File: src/rtl/dmem_arb_pkg.sv
// Shared encodings for the data-memory port arbiter: FSM states, access owners,
// performance-counter select codes and a saturating increment helper.
package dmem_arb_pkg;

  localparam logic [1:0] ST_IDLE   = 2'd0;
  localparam logic [1:0] ST_ISSUE  = 2'd1;
  localparam logic [1:0] ST_RDWAIT = 2'd2;

  localparam logic [1:0] OWN_NONE = 2'd0;
  localparam logic [1:0] OWN_CPU  = 2'd1;
  localparam logic [1:0] OWN_UPG  = 2'd2;
  localparam logic [1:0] OWN_DBG  = 2'd3;

  localparam logic [1:0] PERF_SEL_CPU_GNT = 2'd0;
  localparam logic [1:0] PERF_SEL_UPG_GNT = 2'd1;
  localparam logic [1:0] PERF_SEL_DBG_GNT = 2'd2;
  localparam logic [1:0] PERF_SEL_STALL   = 2'd3;

  function automatic logic [31:0] sat_inc32(input logic [31:0] v);
    if (v == 32'hFFFF_FFFF) begin
      return v;
    end else begin
      return v + 32'd1;
    end
  endfunction

endpackage

File: src/rtl/dmem_arb_pick.sv
// Winner selection for the data-memory port: upload-exclusive mode, CPU-over-debug
// priority and the debug starvation override, plus the starvation counter.
module dmem_arb_pick
  import dmem_arb_pkg::*;
#(
  parameter int STARVE_LIMIT = 15
) (
  input  logic       clk,
  input  logic       rst,
  input  logic       i_idle,
  input  logic       i_upg_done,
  input  logic       i_cpu_req,
  input  logic       i_upg_req,
  input  logic       i_dbg_req,
  output logic [1:0] o_win
);

  localparam int CW = $clog2(STARVE_LIMIT + 1);

  logic [CW-1:0] r_starve_cnt;
  logic          w_starved;

  assign w_starved = (r_starve_cnt == CW'(STARVE_LIMIT));

  // Winner of the current IDLE cycle; OWN_NONE outside IDLE or with no eligible request
  always_comb begin
    o_win = OWN_NONE;
    if (!i_idle) begin
      o_win = OWN_NONE;
    end else if (!i_upg_done) begin
      if (i_upg_req) begin
        o_win = OWN_UPG;
      end else begin
        o_win = OWN_NONE;
      end
    end else if (i_dbg_req && w_starved) begin
      o_win = OWN_DBG;
    end else if (i_cpu_req) begin
      o_win = OWN_CPU;
    end else if (i_dbg_req) begin
      o_win = OWN_DBG;
    end else begin
      o_win = OWN_NONE;
    end
  end

  // Counts arbitrations debug lost to the CPU; saturates so the override sticks
  always_ff @(posedge clk or posedge rst) begin
    if (rst) begin
      r_starve_cnt <= '0;
    end else if (!i_dbg_req || (o_win == OWN_DBG)) begin
      r_starve_cnt <= '0;
    end else if ((o_win == OWN_CPU) && !w_starved) begin
      r_starve_cnt <= r_starve_cnt + CW'(1);
    end else begin
      r_starve_cnt <= r_starve_cnt;
    end
  end

endmodule

File: src/rtl/dmem_port_arbiter.sv
// Single-port BRAM arbiter/sequencer for CPU, UART upload and debug readout.
// Optional feature macro ARB_PERF_CNT_EN adds perf_sel/perf_cnt grant and stall counters.
module dmem_port_arbiter
  import dmem_arb_pkg::*;
#(
  parameter int ADDR_W       = 14,
  parameter int DATA_W       = 32,
  parameter int STARVE_LIMIT = 15
) (
`ifdef ARB_PERF_CNT_EN
  input  logic [1:0]        perf_sel,
  output logic [31:0]       perf_cnt,
`endif
  input  logic              clk,
  input  logic              rst,
  input  logic              cpu_req,
  input  logic              cpu_we,
  input  logic [ADDR_W-1:0] cpu_addr,
  input  logic [DATA_W-1:0] cpu_wdata,
  output logic              cpu_gnt,
  output logic              cpu_rvalid,
  output logic              cpu_stall,
  input  logic              upg_done,
  input  logic              upg_req,
  input  logic [ADDR_W-1:0] upg_addr,
  input  logic [DATA_W-1:0] upg_wdata,
  output logic              upg_gnt,
  input  logic              dbg_req,
  input  logic [ADDR_W-1:0] dbg_addr,
  output logic              dbg_gnt,
  output logic              dbg_rvalid,
  output logic [DATA_W-1:0] rdata,
  output logic              mem_en,
  output logic              mem_we,
  output logic [ADDR_W-1:0] mem_addr,
  output logic [DATA_W-1:0] mem_wdata,
  input  logic [DATA_W-1:0] mem_rdata
);

  logic [1:0]        r_state;
  logic [1:0]        r_owner;
  logic              r_mem_en;
  logic              r_mem_we;
  logic [ADDR_W-1:0] r_mem_addr;
  logic [DATA_W-1:0] r_mem_wdata;
  logic              r_cpu_gnt;
  logic              r_upg_gnt;
  logic              r_dbg_gnt;
  logic              r_cpu_rvalid;
  logic              r_dbg_rvalid;
  logic [DATA_W-1:0] r_rdata;

  logic [1:0]        w_win;
  logic              w_sel_we;
  logic [ADDR_W-1:0] w_sel_addr;
  logic [DATA_W-1:0] w_sel_wdata;
  logic              w_cpu_done;

  dmem_arb_pick #(
    .STARVE_LIMIT(STARVE_LIMIT)
  ) u_pick (
    .clk       (clk),
    .rst       (rst),
    .i_idle    (r_state == ST_IDLE),
    .i_upg_done(upg_done),
    .i_cpu_req (cpu_req),
    .i_upg_req (upg_req),
    .i_dbg_req (dbg_req),
    .o_win     (w_win)
  );

  // Access parameters of the winner; reads leave the write-data bus untouched
  always_comb begin
    w_sel_we    = 1'b0;
    w_sel_addr  = r_mem_addr;
    w_sel_wdata = r_mem_wdata;
    case (w_win)
      OWN_CPU: begin
        w_sel_we   = cpu_we;
        w_sel_addr = cpu_addr;
        if (cpu_we) begin
          w_sel_wdata = cpu_wdata;
        end else begin
          w_sel_wdata = r_mem_wdata;
        end
      end
      OWN_UPG: begin
        w_sel_we    = 1'b1;
        w_sel_addr  = upg_addr;
        w_sel_wdata = upg_wdata;
      end
      OWN_DBG: begin
        w_sel_we   = 1'b0;
        w_sel_addr = dbg_addr;
      end
      default: begin
        w_sel_we = 1'b0;
      end
    endcase
  end

  // IDLE -> ISSUE -> (RDWAIT) -> IDLE sequencer with registered BRAM controls and pulses
  always_ff @(posedge clk or posedge rst) begin
    if (rst) begin
      r_state      <= ST_IDLE;
      r_owner      <= OWN_NONE;
      r_mem_en     <= 1'b0;
      r_mem_we     <= 1'b0;
      r_mem_addr   <= '0;
      r_mem_wdata  <= '0;
      r_cpu_gnt    <= 1'b0;
      r_upg_gnt    <= 1'b0;
      r_dbg_gnt    <= 1'b0;
      r_cpu_rvalid <= 1'b0;
      r_dbg_rvalid <= 1'b0;
      r_rdata      <= '0;
    end else begin
      r_mem_en     <= 1'b0;
      r_mem_we     <= 1'b0;
      r_cpu_gnt    <= 1'b0;
      r_upg_gnt    <= 1'b0;
      r_dbg_gnt    <= 1'b0;
      r_cpu_rvalid <= 1'b0;
      r_dbg_rvalid <= 1'b0;
      case (r_state)
        ST_IDLE: begin
          if (w_win != OWN_NONE) begin
            r_state     <= ST_ISSUE;
            r_owner     <= w_win;
            r_mem_en    <= 1'b1;
            r_mem_we    <= w_sel_we;
            r_mem_addr  <= w_sel_addr;
            r_mem_wdata <= w_sel_wdata;
            r_cpu_gnt   <= (w_win == OWN_CPU);
            r_upg_gnt   <= (w_win == OWN_UPG);
            r_dbg_gnt   <= (w_win == OWN_DBG);
          end else begin
            r_state <= ST_IDLE;
          end
        end
        ST_ISSUE: begin
          if (r_mem_we) begin
            r_state <= ST_IDLE;
            r_owner <= OWN_NONE;
          end else begin
            r_state      <= ST_RDWAIT;
            r_cpu_rvalid <= (r_owner == OWN_CPU);
            r_dbg_rvalid <= (r_owner == OWN_DBG);
          end
        end
        ST_RDWAIT: begin
          r_state <= ST_IDLE;
          r_owner <= OWN_NONE;
          r_rdata <= mem_rdata;
        end
        default: begin
          r_state <= ST_IDLE;
          r_owner <= OWN_NONE;
        end
      endcase
    end
  end

  // BRAM data is presented straight through during RDWAIT and held afterwards
  assign rdata      = (r_state == ST_RDWAIT) ? mem_rdata : r_rdata;
  assign mem_en     = r_mem_en;
  assign mem_we     = r_mem_we;
  assign mem_addr   = r_mem_addr;
  assign mem_wdata  = r_mem_wdata;
  assign cpu_gnt    = r_cpu_gnt;
  assign upg_gnt    = r_upg_gnt;
  assign dbg_gnt    = r_dbg_gnt;
  assign cpu_rvalid = r_cpu_rvalid;
  assign dbg_rvalid = r_dbg_rvalid;

  assign w_cpu_done = (r_cpu_gnt & cpu_we) | r_cpu_rvalid;
  assign cpu_stall  = ~upg_done | (cpu_req & ~w_cpu_done);

`ifdef ARB_PERF_CNT_EN
  logic [31:0] r_perf_cpu;
  logic [31:0] r_perf_upg;
  logic [31:0] r_perf_dbg;
  logic [31:0] r_perf_stall;

  // Saturating event counters
  always_ff @(posedge clk or posedge rst) begin
    if (rst) begin
      r_perf_cpu   <= 32'd0;
      r_perf_upg   <= 32'd0;
      r_perf_dbg   <= 32'd0;
      r_perf_stall <= 32'd0;
    end else begin
      r_perf_cpu   <= r_cpu_gnt ? sat_inc32(r_perf_cpu)   : r_perf_cpu;
      r_perf_upg   <= r_upg_gnt ? sat_inc32(r_perf_upg)   : r_perf_upg;
      r_perf_dbg   <= r_dbg_gnt ? sat_inc32(r_perf_dbg)   : r_perf_dbg;
      r_perf_stall <= cpu_stall ? sat_inc32(r_perf_stall) : r_perf_stall;
    end
  end

  // Counter readout mux
  always_comb begin
    perf_cnt = 32'd0;
    case (perf_sel)
      PERF_SEL_CPU_GNT: perf_cnt = r_perf_cpu;
      PERF_SEL_UPG_GNT: perf_cnt = r_perf_upg;
      PERF_SEL_DBG_GNT: perf_cnt = r_perf_dbg;
      PERF_SEL_STALL:   perf_cnt = r_perf_stall;
      default:          perf_cnt = 32'd0;
    endcase
  end
`endif

endmodule

File: config.mk
export PLATFORM = sky130hd
export DESIGN_NAME = dmem_port_arbiter
export DESIGN_NICKNAME = d
export VERILOG_FILES = /design/src/rtl/dmem_arb_pkg.sv /design/src/rtl/dmem_arb_pick.sv /design/src/rtl/dmem_port_arbiter.sv
export SDC_FILE = /design/constraint.sdc
export NUM_CORES = 1
export LEC_CHECK = 0
export ABC_AREA = 1
export BUFFER_PORTS_ARGS = -buffer_cell sky130_fd_sc_hd__buf_4
export CAP_MARGIN = 20
export CORE_MARGIN = 2
export CORE_UTILIZATION = 41
export CTS_CLUSTER_SIZE = 30
export DETAILED_ROUTE_END_ITERATION = 8
export HOLD_SLACK_MARGIN = 0.06
export PLACE_DENSITY = 0.77
export RECOVER_POWER = 50
export SLEW_MARGIN = 0
export SYNTH_ARGS = -nofsm -noshare
export SYNTH_HDL_FRONTEND = slang
export SYNTH_SLANG_ARGS = --single-unit
File: constraint.sdc
create_clock -name clk -period 3.6 [get_ports clk]
set_clock_uncertainty 0.2 [all_clocks]
set_input_delay 0.9 -clock clk [delete_from_list [all_inputs] [get_ports clk]]
set_output_delay 0.9 -clock clk [all_outputs]
set_load 0.02 [all_outputs]
Yosys cells after proc, flatten, opt, wreduce, memory -nomap -nowiden --
Index checks and enable logic that the tools add are counted.
Word-level totals: register bits after elaboration 93, bits in latches 0, RAM bits 0, ROM bits 0, output and inout bits 86, logic and storage cells 77, memories 0
Operators by class: add/subtract/negate cells 1, $mul 0, div/mod/pow operators 0, magnitude comparators 0, equal/unequal tests 11, shifts and indexed selects 0, mux-type cells 33, bitwise gates (word level) 6, reduce and logical (&&, ||, !) cells 13
Operators by type and width (count):
- two-way mux 32 bit | 2
- case mux 32 bit (2 select lines) | 1
- case mux 14 bit (3 select lines) | 1
- two-way mux 2 bit | 9
- two-way mux 1 bit | 15
- equality test 2 bit, second input constant | 4
- two-way mux 4 bit | 2
- case mux 2 bit (2 select lines) | 2
- equality test 2 x 1 -> 1 bit, second input constant | 3
- != test 2 bit, second input constant | 3
- nonzero test 2 bit | 3
- adder 4 x 1 -> 4 bit, second input constant | 1
- equality test 4 bit, second input constant | 1
- AND reduction 4 bit | 1
- AND reduction 3 bit | 1
- nonzero test 3 bit | 1
- bitwise AND 1 bit | 2
- logical AND 1 bit | 2
- zero test 1 bit | 2
- zero test 2 bit | 1
- inverter 1 bit | 2
- OR 1 bit | 2
- case mux 1 bit (2 select lines) | 1
- AND reduction 2 bit | 1
- logical OR 1 bit | 1

Logic depth before layout (Yosys ltp) --
word-level depth 9, mapped depth 13

Modules after synthesis --
From an unflattened synthesis, not the netlist that was laid out.
Unflattened totals: cells, all modules 631, area, all modules 4672.0 um2
By module, submodules not included:
- dmem_port_arbiter | instances 1, cells an instance 586, area an instance 4330.4 um2, seq. area each 2202.1 um2
- dmem_arb_pick | instances 1, cells an instance 45, area an instance 341.6 um2, seq. area each 100.1 um2

Worst setup path before layout --
Ideal clock, no wire load.
path kind input -> register, start point input cpu_req, end point register r_mem_wdata[0] (netlist: mem_wdata[0]), arrival time 2166 ps, setup slack 1110 ps, stages 11, path buffers 2, path through inv_1 > nand2_1 > nand3_1 > nand2_1 > inv_1 > ha_1 > buf_6 > buf_4 > or2_2 > o21ai_0 > o21ai_2
Between the ends: word-level cells in the longest chain between the ends 7, elaborated cells on any way between the ends 11
RTL lines:
- start, declared | RTL line dmem_port_arbiter.sv:16 | input logic cpu_req,
- two-way mux 2 bit (*) | RTL line dmem_arb_pick.sv:38 | end else if (i_cpu_req) begin
- two-way mux 2 bit (*) | RTL line dmem_arb_pick.sv:36 | end else if (i_dbg_req && w_starved) begin
- two-way mux 2 bit (*) | RTL line dmem_arb_pick.sv:30 | end else if (!i_upg_done) begin
- two-way mux 2 bit (*) | RTL line dmem_arb_pick.sv:28 | if (!i_idle) begin
- equality test 2 x 1 -> 1 bit or equality test 2 bit (tied branches) | RTL line dmem_port_arbiter.sv:77 | case (w_win)
- != test 2 bit (no source line) or nonzero test 2 bit (tied branches)
- AND reduction 4 bit (no source line)
- end signal, assigned | RTL line dmem_port_arbiter.sv:133 | r_mem_wdata <= w_sel_wdata;
- end, declared | RTL line dmem_port_arbiter.sv:45 | logic [DATA_W-1:0] r_mem_wdata;
Mark *: on every way between the ends. The rest lies on a longest branch, timed or not. A chain may end at the register's enable or synchronous reset.

Final worst setup path --
start point register r_state[0], end point output rdata[30]
Between the ends: word-level cells in the longest chain between the ends 2
RTL lines:
- start, declared | RTL line dmem_port_arbiter.sv:40 | logic [1:0] r_state;
- start signal, assigned | RTL line dmem_port_arbiter.sv:105 | r_state <= ST_IDLE;
- start signal, assigned | RTL line dmem_port_arbiter.sv:128 | r_state <= ST_ISSUE;
- start signal, assigned | RTL line dmem_port_arbiter.sv:138 | r_state <= ST_IDLE;
- equality test 2 bit | RTL line dmem_port_arbiter.sv:165 | assign rdata = (r_state == ST_RDWAIT) ? mem_rdata : r_rdata;
- two-way mux 32 bit
- end, declared | RTL line dmem_port_arbiter.sv:32 | output logic [DATA_W-1:0] rdata,
No other way between the ends.

==> summary.md <==
| Metric | Value |
|---|---|
| Leak pwr | 0.00330 uW |
| Die area | 11600 sq um |
| Vias in the first global route | 3827 |
| Xor and xnor fraction of the mapped netlist area | 0 |
| Post-route DRC | 0 |
| Final setup violation count | 0 |
| Synthesized area | 4400 sq um |
| Slew HR | -0.176 |
| Vias/cell | 4.77 |
| Pre-CTS setup slack | 0.489 ns |
| Placed Cells | 798 |
| Iter 0 DRT Violations | 175 |
| Fillers | 887 |
| GR Overflow Total | 0 |
| Clk sinks | 92 |
| Critical Path Fanout Max | 32 |
| Fin. Hold Viols | 0 |
| Post-Syn Nets | 600 |
| Failing checks | max-capacitance violations, max-slew violations |
| Share of layout cells above drive strength 1 | 0.475 |
| Yosys Warn Count | 0 |
| Vias after detailed routing | 3879 |
| Final Slew Violations | 39 |
| Seq/Total Area, Yosys | 0.524 |
| Worst EP required | 2.50 ns |
| Hold crit path type | flip-flop to flip-flop |
| Cell variety after synth | 23 |
| Max Cap Violations | 1 |
| Arr. time, crit path | 1.86 ns |
| Final Non-Filler Cells | 814 |
| CTS tree | yes |
| Average routed wire per standard cell | 14.4 um |
| Setup repair bufs after CTS | 0 |
| Die height | 108 um |
| Num CTS Buffers | 9 |
| First-pass GRT wire length | 18200 um |
| Kind of critical path | flip-flop to output pin |
| # port buffers | 230 |
| Tcrit/Tclk final | 0.823 |
| Post-Synth Adder-Cell Area | 0.0171 |
| DR pass1 iterations | 5 |
| Hold Path Origin | r_owner[1]$_DFFE_PP0P_ |
| Slew @ Worst Pin | 1.75 ns |
| Flop2flop setup slack | 0.86 ns |
| Simple-gate area share of the yosys netlist | 0.214 |
| CP Launch Type | flip-flop |
| Starting Density | 0.424 |
| Core ar. | 10400 sq um |
| CP Capture Type | output pin |
| Crit Reg-Reg Endpoint | mem_addr[11]$_DFFE_PP0P_ |
| Die X | 108 um |
| Setup TNS | 0 ns |
| Post-CTS Hold Buffers | 0 |
| Post-synthesis mux area share | 0.0820 |
| Fin nets | 824 |
| Worst Hold Depth | 1 |
| Routed wire length | 11700 um |
| FF-to-FF path depth | 11 |
| Synthesis-to-finish area growth | 45.1% |
| PwrDens | 849 nW/um^2 |
| Final Critical Period | 2.96 ns |
| Maximum root-to-sink buffer count | 2 |
| Post-synthesis sequential element count | 92 |
| Worst skew pair latency | 0.35 ns |
| Peak VDD IR | 0.000421 V |
| Row count | 37 |
| Clock transition at path regs | 0.09 ns |
| Peak Freq | 0.337 GHz |
| Outcome | finished with violations |
| Antenna diodes | 0 |
| I/O pin cnt | 231 |
| Largest net degree at the start of global routing | 65 |
| Post-Synthesis Cells | 449 |
| Htree depth | 3 |
| Largest family of logic cells by synthesized area | simple AND/OR/NAND/NOR gates |
| Root Buffer | clkbuf_8 |
| Syn Area/Cell | 9.79 sq um |
| Fin worst setup slack | 0.636 ns |
| Post-route ant nets | 0 |
| GPL Wtd Cong | 0.756 |
| Hold-critical path endpoint | cpu_rvalid$_DFF_PP0_ |
| DP HPWL | 9030 um |
| RR Startpoint | u_pick.r_starve_cnt[0]$_DFFE_PP0P_ |
| Fin Hold WS | 0.275 ns |
| Synth Area in Compound Gates | 0.108 |
| Total GRT Usage | 0.201 |
| Initial antenna violation count | 0 |
| Unrepaired setup endpoints after global routing | no |
| Post_cts resized | 0 |
-- state kept, by name, summed over array words and instances (netlist names) --
name                 cells
cpu_gnt                  1
cpu_rvalid               1
dbg_gnt                  1
dbg_rvalid               1
mem_addr                14
mem_wdata               32
mem_we                   1
r_owner                  2
r_rdata                 32
r_state                  2
u_pick.r_starve_cnt      4
upg_gnt                  1
-- placed cells by master (no fill, tap or decap), types with 9 or more instances in the layout --
cell type / netlist / routed
or2_2: 32 / 32
inv_1: 16 / 15
nand3_1: 23 / 23
mux2_1: 0 / 26
clkbuf_8: 0 / 10
nor2_1: 9 / 9
buf_4: 6 / 228
o21ai_0: 34 / 34
dfrtp_1: 92 / 92
nand2_1: 135 / 135
o21ai_2: 33 / 33
-- cell usage after synthesis --
cell type	number	area, sq um
nor2_4	1	11.3
inv_2	2	7.51
o21ai_0	34	170
a31oi_1	1	6.26
nand3b_1	1	7.51
buf_6	9	101
clkbuf_1	6	22.5
a21oi_1	2	10.0
or2_2	32	200
nor2_8	1	20.0
buf_2	1	5.00
mux2_2	32	360
nand3_1	23	115
dfrtp_1	92	2300
nand4_1	4	25.0
nor3_1	2	10.0
o21ai_2	33	289
nand2_4	1	11.3
nand2_1	135	507
inv_1	16	60.1
ha_1	6	75.1
nor2_1	9	33.8
buf_4	6	45.0
-- worst max path at each step --
stage	startpoint	end	slack, ns
after floorplan	rst	cpu_gnt$_DFF_PP0_	0.11
after global placement	upg_done	mem_addr[6]$_DFFE_PP0P_	0.57
after detailed placement	dbg_req	mem_addr[11]$_DFFE_PP0P_	0.49
after CTS	r_state[0]$_DFF_PP0_	rdata[30]	0.62
after global routing	r_state[0]$_DFF_PP0_	rdata[27]	0.51
final	r_state[0]$_DFF_PP0_	rdata[30]	0.64
-- through the flow --
step	power, uW	instance area (sq um)	util
4_1_cts	5550	6390	0.617
2_1_floorplan	3630	4400	-
3_5_place_dp	4760	6170	0.595
6_report	5410	6380	0.615
3_3_place_gp	4660	6170	0.595
5_1_grt	5790	6380	0.615
-- routing by layer --
metal / wire [um] / vias up / track usage / part of all wire
met5: 0 / - / 0 / 0
met4: 244 / 0 / 0.0852 / 0.021
met3: 878 / 19 / 0.0369 / 0.075
met2: 5880 / 185 / 0.358 / 0.50
met1: 4700 / 1764 / 0.238 / 0.40
li1: - / 1911 / - / -
-- cells by family after synthesis --
group | count (synthesis)
buffers and inverters | 40
DFF | 92
AOI/OAI and AO/OA | 70
adders and majority gates | 6
muxes | 32
and+or+nand+nor | 209
-- cell type report --
class                   count  area (sq um)  area share
flip-flops and latches     92          2300       0.361
multi-input cells         317          1850       0.290
repair buffers            235          1760       0.276
well taps                 136           170      0.0267
clock buffers              11           141      0.0222
clock inverters             5          83.8      0.0131
inverters                  18          68.8      0.0108
-- worst max-delay path: stages, from the launching register on --
cell     delay, ns
dfrtp_1       0.44
inv_1         0.06
nand2_1       0.05
buf_4         0.36
mux2_1        0.41
buf_4         0.18
-- power breakdown --
| part | total, uW | internal [uW] | switching, uW |
|---|---|---|---|
| Combinational | 2930 | 1220 | 1710 |
| Sequential | 1710 | 1500 | 213 |
| Clock | 775 | 413 | 362 |
(Power assumes the default switching activity.)
